File: src/rtl/mc_pkg.sv
`default_nettype none
// ============================================================================
// Module   : mc_pkg
// Purpose  : Shared types and constants for the multi-cycle RV32 sequencer:
//            FSM state encoding, supported opcodes, ALUOp codes and error
//            codes reported on err_code_o.
// Ports    : none (package)
// Revision : 1.0 - initial release
// ============================================================================
package mc_pkg;

    typedef enum logic [2:0] {
        ST_IDLE   = 3'd0,
        ST_FETCH  = 3'd1,
        ST_DECODE = 3'd2,
        ST_EXEC   = 3'd3,
        ST_WB     = 3'd4,
        ST_ERROR  = 3'd5
    } state_t;

    localparam logic [6:0] OP_RTYPE = 7'b0110011;
    localparam logic [6:0] OP_ITYPE = 7'b0010011;

    localparam logic [1:0] ALUOP_R = 2'b10;
    localparam logic [1:0] ALUOP_I = 2'b11;

    localparam logic [1:0] ERR_NONE    = 2'd0;
    localparam logic [1:0] ERR_TIMEOUT = 2'd1;
    localparam logic [1:0] ERR_ILLEGAL = 2'd2;

endpackage : mc_pkg
`default_nettype wire

File: src/rtl/op_decode.sv
`default_nettype none
// ============================================================================
// Module   : op_decode
// Purpose  : Combinational opcode classifier. Maps a 7-bit RV32 opcode to a
//            legality flag plus the ALU operand select and ALUOp code.
//            Kept standalone so the pipelined core can reuse it.
// Ports    : op_i      - opcode, instr[6:0]
//            legal_o   - opcode is one this core executes
//            alu_src_o - 0 = rs2, 1 = sign-extended immediate
//            alu_op_o  - ALUOp for ALU_Control (0 when illegal)
// Revision : 1.0 - initial release
// ============================================================================
module op_decode
    import mc_pkg::*;
(
    input  logic [6:0] op_i,
    output logic       legal_o,
    output logic       alu_src_o,
    output logic [1:0] alu_op_o
);

    always_comb begin
        legal_o   = 1'b0;
        alu_src_o = 1'b0;
        alu_op_o  = 2'b00;
        case (op_i)
            OP_RTYPE: begin
                legal_o   = 1'b1;
                alu_src_o = 1'b0;
                alu_op_o  = ALUOP_R;
            end
            OP_ITYPE: begin
                legal_o   = 1'b1;
                alu_src_o = 1'b1;
                alu_op_o  = ALUOP_I;
            end
            default: begin
                legal_o   = 1'b0;
            end
        endcase
    end

endmodule : op_decode
`default_nettype wire

File: src/rtl/multicycle_ctrl.sv
`default_nettype none
// ============================================================================
// Module   : multicycle_ctrl
// Purpose  : Sequencing controller turning the single-cycle RV32 datapath
//            into a multi-cycle machine: IDLE -> FETCH -> DECODE -> EXEC -> WB.
//            Fetch uses a req/ack handshake with a bounded wait; unsupported
//            opcodes and fetch timeouts park the FSM in a sticky ERROR state.
// Ports    : clk_i        - clock, rising edge
//            rst_i        - synchronous reset, active low
//            start_i      - run enable, sampled in IDLE and WB only
//            op_i         - opcode from the IR
//            imem_req_o   - fetch request, held through FETCH
//            imem_ack_i   - fetch data valid (ignored outside FETCH)
//            ir_we_o      - IR load, in the ack cycle
//            pc_we_o      - PC <= PC+4, one pulse per instruction (WB)
//            reg_write_o  - register-file write, one pulse per instruction
//            alu_src_o    - operand select latched in DECODE
//            alu_op_o     - ALUOp latched in DECODE
//            busy_o       - running (not IDLE, not ERROR)
//            err_o        - sticky error flag
//            err_code_o   - 0 none, 1 fetch timeout, 2 illegal opcode
//            retired_o    - retired-instruction counter (wraps)
// Revision : 1.0 - initial release
// ============================================================================
module multicycle_ctrl
    import mc_pkg::*;
#(
    parameter int TIMEOUT = 16,
    parameter int CNT_W   = 32
) (
    input  logic             clk_i,
    input  logic             rst_i,
    input  logic             start_i,
    input  logic [6:0]       op_i,
    output logic             imem_req_o,
    input  logic             imem_ack_i,
    output logic             ir_we_o,
    output logic             pc_we_o,
    output logic             reg_write_o,
    output logic             alu_src_o,
    output logic [1:0]       alu_op_o,
    output logic             busy_o,
    output logic             err_o,
    output logic [1:0]       err_code_o,
    output logic [CNT_W-1:0] retired_o
);

    // Wide enough to hold TIMEOUT itself, so the counter never wraps before
    // the FSM leaves FETCH.
    localparam int                  c_WAIT_W    = $clog2(TIMEOUT + 1);
    localparam logic [c_WAIT_W-1:0] c_WAIT_LAST = c_WAIT_W'(TIMEOUT - 1);

    state_t              r_state;
    state_t              w_state_nxt;
    logic [c_WAIT_W-1:0] r_wait_cnt;
    logic                r_alu_src;
    logic [1:0]          r_alu_op;
    logic                r_err;
    logic [1:0]          r_err_code;
    logic [CNT_W-1:0]    r_retired;

    logic                w_imem_req;
    logic                w_ir_we;
    logic                w_wb;
    logic                w_set_err;
    logic [1:0]          w_err_code_nxt;

    logic                w_dec_legal;
    logic                w_dec_alu_src;
    logic [1:0]          w_dec_alu_op;

    op_decode u_op_decode (
        .op_i      (op_i),
        .legal_o   (w_dec_legal),
        .alu_src_o (w_dec_alu_src),
        .alu_op_o  (w_dec_alu_op)
    );

    // Next-state and strobe decode. Strobes depend only on the current state,
    // except ir_we which also qualifies on the ack in the same FETCH cycle.
    always_comb begin
        w_state_nxt    = r_state;
        w_imem_req     = 1'b0;
        w_ir_we        = 1'b0;
        w_wb           = 1'b0;
        w_set_err      = 1'b0;
        w_err_code_nxt = ERR_NONE;
        case (r_state)
            ST_IDLE: begin
                if (start_i) begin
                    w_state_nxt = ST_FETCH;
                end
            end
            ST_FETCH: begin
                w_imem_req = 1'b1;
                // An ack in the last allowed cycle takes priority over timeout.
                if (imem_ack_i) begin
                    w_ir_we     = 1'b1;
                    w_state_nxt = ST_DECODE;
                end else if (r_wait_cnt == c_WAIT_LAST) begin
                    w_state_nxt    = ST_ERROR;
                    w_set_err      = 1'b1;
                    w_err_code_nxt = ERR_TIMEOUT;
                end
            end
            ST_DECODE: begin
                if (w_dec_legal) begin
                    w_state_nxt = ST_EXEC;
                end else begin
                    w_state_nxt    = ST_ERROR;
                    w_set_err      = 1'b1;
                    w_err_code_nxt = ERR_ILLEGAL;
                end
            end
            ST_EXEC: begin
                w_state_nxt = ST_WB;
            end
            ST_WB: begin
                w_wb        = 1'b1;
                w_state_nxt = start_i ? ST_FETCH : ST_IDLE;
            end
            ST_ERROR: begin
                w_state_nxt = ST_ERROR;
            end
            default: begin
                w_state_nxt = ST_IDLE;
            end
        endcase
    end

    always_ff @(posedge clk_i) begin
        if (!rst_i) begin
            r_state    <= ST_IDLE;
            r_wait_cnt <= '0;
            r_alu_src  <= 1'b0;
            r_alu_op   <= 2'b00;
            r_err      <= 1'b0;
            r_err_code <= ERR_NONE;
            r_retired  <= '0;
        end else begin
            r_state <= w_state_nxt;

            // Held at zero outside FETCH, so every FETCH entry starts from 0.
            if ((r_state == ST_FETCH) && !imem_ack_i) begin
                r_wait_cnt <= r_wait_cnt + 1'b1;
            end else begin
                r_wait_cnt <= '0;
            end

            if ((r_state == ST_DECODE) && w_dec_legal) begin
                r_alu_src <= w_dec_alu_src;
                r_alu_op  <= w_dec_alu_op;
            end

            if (w_set_err) begin
                r_err      <= 1'b1;
                r_err_code <= w_err_code_nxt;
            end

            if (w_wb) begin
                r_retired <= r_retired + 1'b1;
            end
        end
    end

    assign imem_req_o  = w_imem_req;
    assign ir_we_o     = w_ir_we;
    assign pc_we_o     = w_wb;
    assign reg_write_o = w_wb;
    assign alu_src_o   = r_alu_src;
    assign alu_op_o    = r_alu_op;
    assign busy_o      = (r_state != ST_IDLE) && (r_state != ST_ERROR);
    assign err_o       = r_err;
    assign err_code_o  = r_err_code;
    assign retired_o   = r_retired;

endmodule : multicycle_ctrl
`default_nettype wire
File: config.mk
export PLATFORM = sky130hd
export DESIGN_NAME = multicycle_ctrl
export DESIGN_NICKNAME = d
export VERILOG_FILES = /design/src/rtl/mc_pkg.sv /design/src/rtl/op_decode.sv /design/src/rtl/multicycle_ctrl.sv
export SDC_FILE = /design/constraint.sdc
export NUM_CORES = 1
export LEC_CHECK = 0
export CAP_MARGIN = 5
export CORE_MARGIN = 2
export CORE_UTILIZATION = 30
export DETAILED_ROUTE_END_ITERATION = 8
export SYNTH_ARGS = -nofsm -noshare
export SYNTH_HDL_FRONTEND = slang
export SYNTH_SLANG_ARGS = --single-unit
File: constraint.sdc
create_clock -name clk_i -period 2.4 [get_ports clk_i]
set_input_delay 0.48 -clock clk_i [delete_from_list [all_inputs] [get_ports clk_i]]
set_output_delay 0.48 -clock clk_i [all_outputs]
set_load 0.03 [all_outputs]
# After elaboration in Yosys (flattened, before gate mapping)
# Cells that the tools add are included.
# totals
ff_bits	46
in_bits	11
out_inout_bits	43
elab_cells	50
# classes
n_addsub	2
eq_ne	11
muxes	21
n_reduce_logical	9
# op_table
op	count
$add A32 B1 Y32 const B	1
$pmux W3 S6	1
$mux W1	12
$mux W3	4
$pmux W2 S2	2
$eq A7 B5 Y1 const B	1
$eq A7 B6 Y1 const B	1
$eq A3 B2 Y1 const B	2
$eq A3 B3 Y1 const B	2
$ne A3 B3 Y1 const B	2
$add A5 B1 Y5 const B	1
$eq A5 B4 Y1 const B	1
$reduce_and A2 Y1	2
$eq A3 B1 Y1 const B	1
$logic_and A1 B1 Y1	3
$logic_not A3 Y1	1
$reduce_bool A3 Y1	1
$mux W2	1
$ne A2 B2 Y1 const B	1
$pmux W1 S2	1
$reduce_or A2 Y1	1
$logic_not A1 Y1	1

# Depth between registers and ports, before layout
# depth
depth_word	5
mapped_depth	8
mapped_depth_nobuf	6

# Hierarchy
# From an unflattened synthesis, not the netlist that was laid out.
# unflattened
cells_unflattened	256
hier_area_um2	2292.2
# modules_own_cells
module	instances	cells_each	area_each_um2	seq_area_each_um2
multicycle_ctrl	1	251	2230.9	920.9
op_decode	1	5	61.3	0.0

# Least setup slack after synthesis
# Ideal clock, no wire load.
# synth_path
path_type	register -> output
start	register r_state[1]
end	output port ir_we_o
arrival_time_ns	1.686
required_time_ns	1.920
path_slack_ns	0.234
path_stages_with_launch	4
n_path_buf	1
path_cell_list	dfxtp_1 > clkbuf_1 > nor3b_1 > and2_1
# synth_between
elab_chain_cells	2
# synth_rtl
element	line	source
start, declared	multicycle_ctrl.sv:53	state_t r_state;
start signal, assigned	multicycle_ctrl.sv:141	r_state <= w_state_nxt;
$eq A3 B1 Y1	multicycle_ctrl.sv:88	case (r_state)
$mux W1	multicycle_ctrl.sv:88	
end, declared	multicycle_ctrl.sv:37	output logic ir_we_o,
# No other way between the ends.

# Worst setup path in the final report
# layout_path
start	register r_state[0]
end	output port imem_req_o
# layout_between
elab_chain_cells	2
# layout_rtl
element	line	source
$eq A3 B1 Y1	multicycle_ctrl.sv:88	
$mux W1	multicycle_ctrl.sv:88	
end, declared	multicycle_ctrl.sv:35	output logic imem_req_o,
# No other way between the ends.

==> impl_metrics.tcl <==
set metrics [dict create \
    fin_crit_ns 2.18 \
    rsz0062_at_grt "false" \
    tightest_slew_ns 0.525 \
    multi_input_area_sq_um 1140 \
    ant_nets 0 \
    tns_ns 0 \
    setup_viol 0 \
    grt_pass1_vias 1848 \
    fin_nets 319 \
    clock_skew_ns 0.00744 \
    port_buffers 53 \
    vias_per_cell 4.97 \
    clock_latency_ns 0.29 \
    seq_area_frac_synth_pct 41.9 \
    overflow 0 \
    track_usage_pct 13.9 \
    fp-row-count 30 \
    wl_met2_mm 2.38 \
    cts_tree "yes" \
    firstDrtPassIters 4 \
    cts_setup_buffers 0 \
    timing.final.hold_violations 0 \
    syn_area_per_cell_sq_um 8.56 \
    initial_utilization_pct 31.3 \
    via_count 1993 \
    syn_inst 251 \
    drive_gt1_share_pct 6.56 \
    netlist_area_sq_um 2150 \
    endpoint_kind "output pin" \
    num_io_pins 54 \
    grt_max_degree 22 \
    clock.fmax_mhz 459 \
    ys_warn_count 0 \
    power_mw 1.33 \
    setup.worst_path.class "register to output pin" \
    synth_seq_cells 45 \
    cts_buffer_depth 2 \
    area_growth_pct 34.0 \
    outcome "finished, final reports clean" \
    fin_crit_sh_pct 90.8 \
    worstPathArrival_ns 1.70 \
    final_common_cell "clkdlybuf4s50_1" \
    grt_pass1_wl_mm 8.67 \
    wl_mm 5.10 \
    syn_nets 265 \
    wl_met3_microns 188 \
    ys_async_sr_fraction_pct 0 \
    ir_worst_vdd_v 0.000237 \
    drc 0 \
    met1Wirelength_mm 2.46 \
    final_cell_mix "clkdlybuf4s50_1, dfxtp_1, nor2_1, nand2_1, a21oi_1" \
    place.detailed.hpwl_mm 3.74 \
    drv_cap 0 \
    cts-root-buf "clkbuf_8" \
    cellPowerDensity_nw_per_um2 460 \
    cellLeakagePower_nw 0.954 \
    clock-sinks 45 \
    die-area_sq_um 7860 \
    cp-start-kind "register" \
    cts_inserted_buffers 5 \
    path_max_fanout 9 \
    drt_iter0_markers 89 \
    grt_antenna_before_repair 0 \
    die_w_microns 88.6 \
    num-fill-cells 686 \
    clk_pin_slew_ns 0.08 \
    finalMaxSlewViolations 0 \
    core_region_area_sq_um 6870 \
    area.sequential_sq_um 901 \
    routed.top_layer "met4" \
    relSlewSlack_pct 64.5 \
    yosys_most_used_dff "dfxtp_1" \
    htreeDepth 2 \
    n_antenna_cell 0 \
    crit_required_ns 1.92 \
    wire_per_inst_microns 12.7 \
    hold_path.class "register to register" \
    yosys.cell_types.count 43 \
    die_height_microns 88.6 \
    synth_edf_count 0 \
    place_congestion 0.823 \
]
-- where the power goes --
group | switching [mW] | total (mW) | internal (mW)
Sequential | 0.00261 | 0.754 | 0.752
Combinational | 0.0571 | 0.108 | 0.0511
Clock | 0.235 | 0.464 | 0.229
-- through the flow --
| stage | hold slack (ns) | worst slack [ns] | utilization [%] | std cells | area, sq um |
|---|---|---|---|---|---|
| 3_5_place_dp | 0.444 | 0.102 | 40.7 | 394 | 2790 |
| 3_3_place_gp | 0.434 | 0.115 | 40.7 | 394 | 2790 |
| 2_1_floorplan | 0.418 | 0.234 | - | 251 | 2150 |
| 4_1_cts | 0.456 | 0.0377 | 41.9 | 401 | 2880 |
| 6_report | 0.452 | 0.220 | 41.9 | 401 | 2880 |
| 5_1_grt | 0.485 | 0.100 | 41.9 | 401 | 2880 |
-- kinds of logic after synthesis --
kind of cell | share of synthesized area, %
adder cells (fa/ha/maj) | 1.75
multiplexers | 1.86
flip-flops | 41.9
XOR/XNOR | 6.11
buffers and inverters | 4.83
AND/OR/NAND/NOR | 31.1
AO/OA/AOI/OAI | 12.5
-- worst paths after layout --
kind	start	end	slack, ns	cells past startpoint
max	r_state[0]	imem_req_o	0.22	3
max reg2reg	r_state[0]	retired_o[22]	0.26	4
min	r_wait_cnt[0]	r_wait_cnt[0]	0.45	1
min reg2reg	r_wait_cnt[0]	r_wait_cnt[0]	0.45	1
-- Yosys cell counts (all sizes together), types with 3 or more instances --
master	count	area [sq um]
nand3	9	45.0
inv	5	18.8
nand2b	3	18.8
o21ai	8	40.0
mux2i	4	40.0
or3	7	43.8
dfxtp	45	901
nor4	6	37.5
clkbuf	10	38.8
and3	4	25.0
ha	3	37.5
xor2	5	43.8
buf	6	42.5
or4	10	78.8
nor3	3	15.0
nor2	21	78.8
and4	6	52.6
xnor2	10	87.6
a21oi	20	100
nand2	20	75.1
and2	5	31.3
nand4	14	87.6
nor2b	3	18.8
o31ai	9	67.6
-- per-layer routing --
layer,track usage (%),vias to the layer above
met2,22.9,39
met3,3.64,8
met4,3.86,0
li1,-,1026
met5,0,-
met1,17.8,920
-- cell type report --
cell class / instances / share of cell area (%)
multi-input combinational: 184 / 39.7
sequential: 45 / 31.3
tap: 96 / 4.17
timing repair buffer: 63 / 21.0
clock buffer: 7 / 3.00
inverter: 6 / 0.782
-- registers in the layout (all words and copies together), names as in the netlist --
name / count
r_state: 3
retired_o: 32
alu_op_o: 2
err_code_o: 2
r_wait_cnt: 5
err_o: 1
-- critical path, stage by stage, from the launching register on --
cell and delay (ns):
dfxtp_1 0.32, buf_4 0.16, nor3b_1 0.23, clkdlybuf4s50_1 0.71
-- what timing repair did --
item	CTS	global route
resized for setup	2	1
pin swaps	0	0
hold buffers	0	0
setup endpoints to repair	2	1
Power figures use the tool's default switching activity.
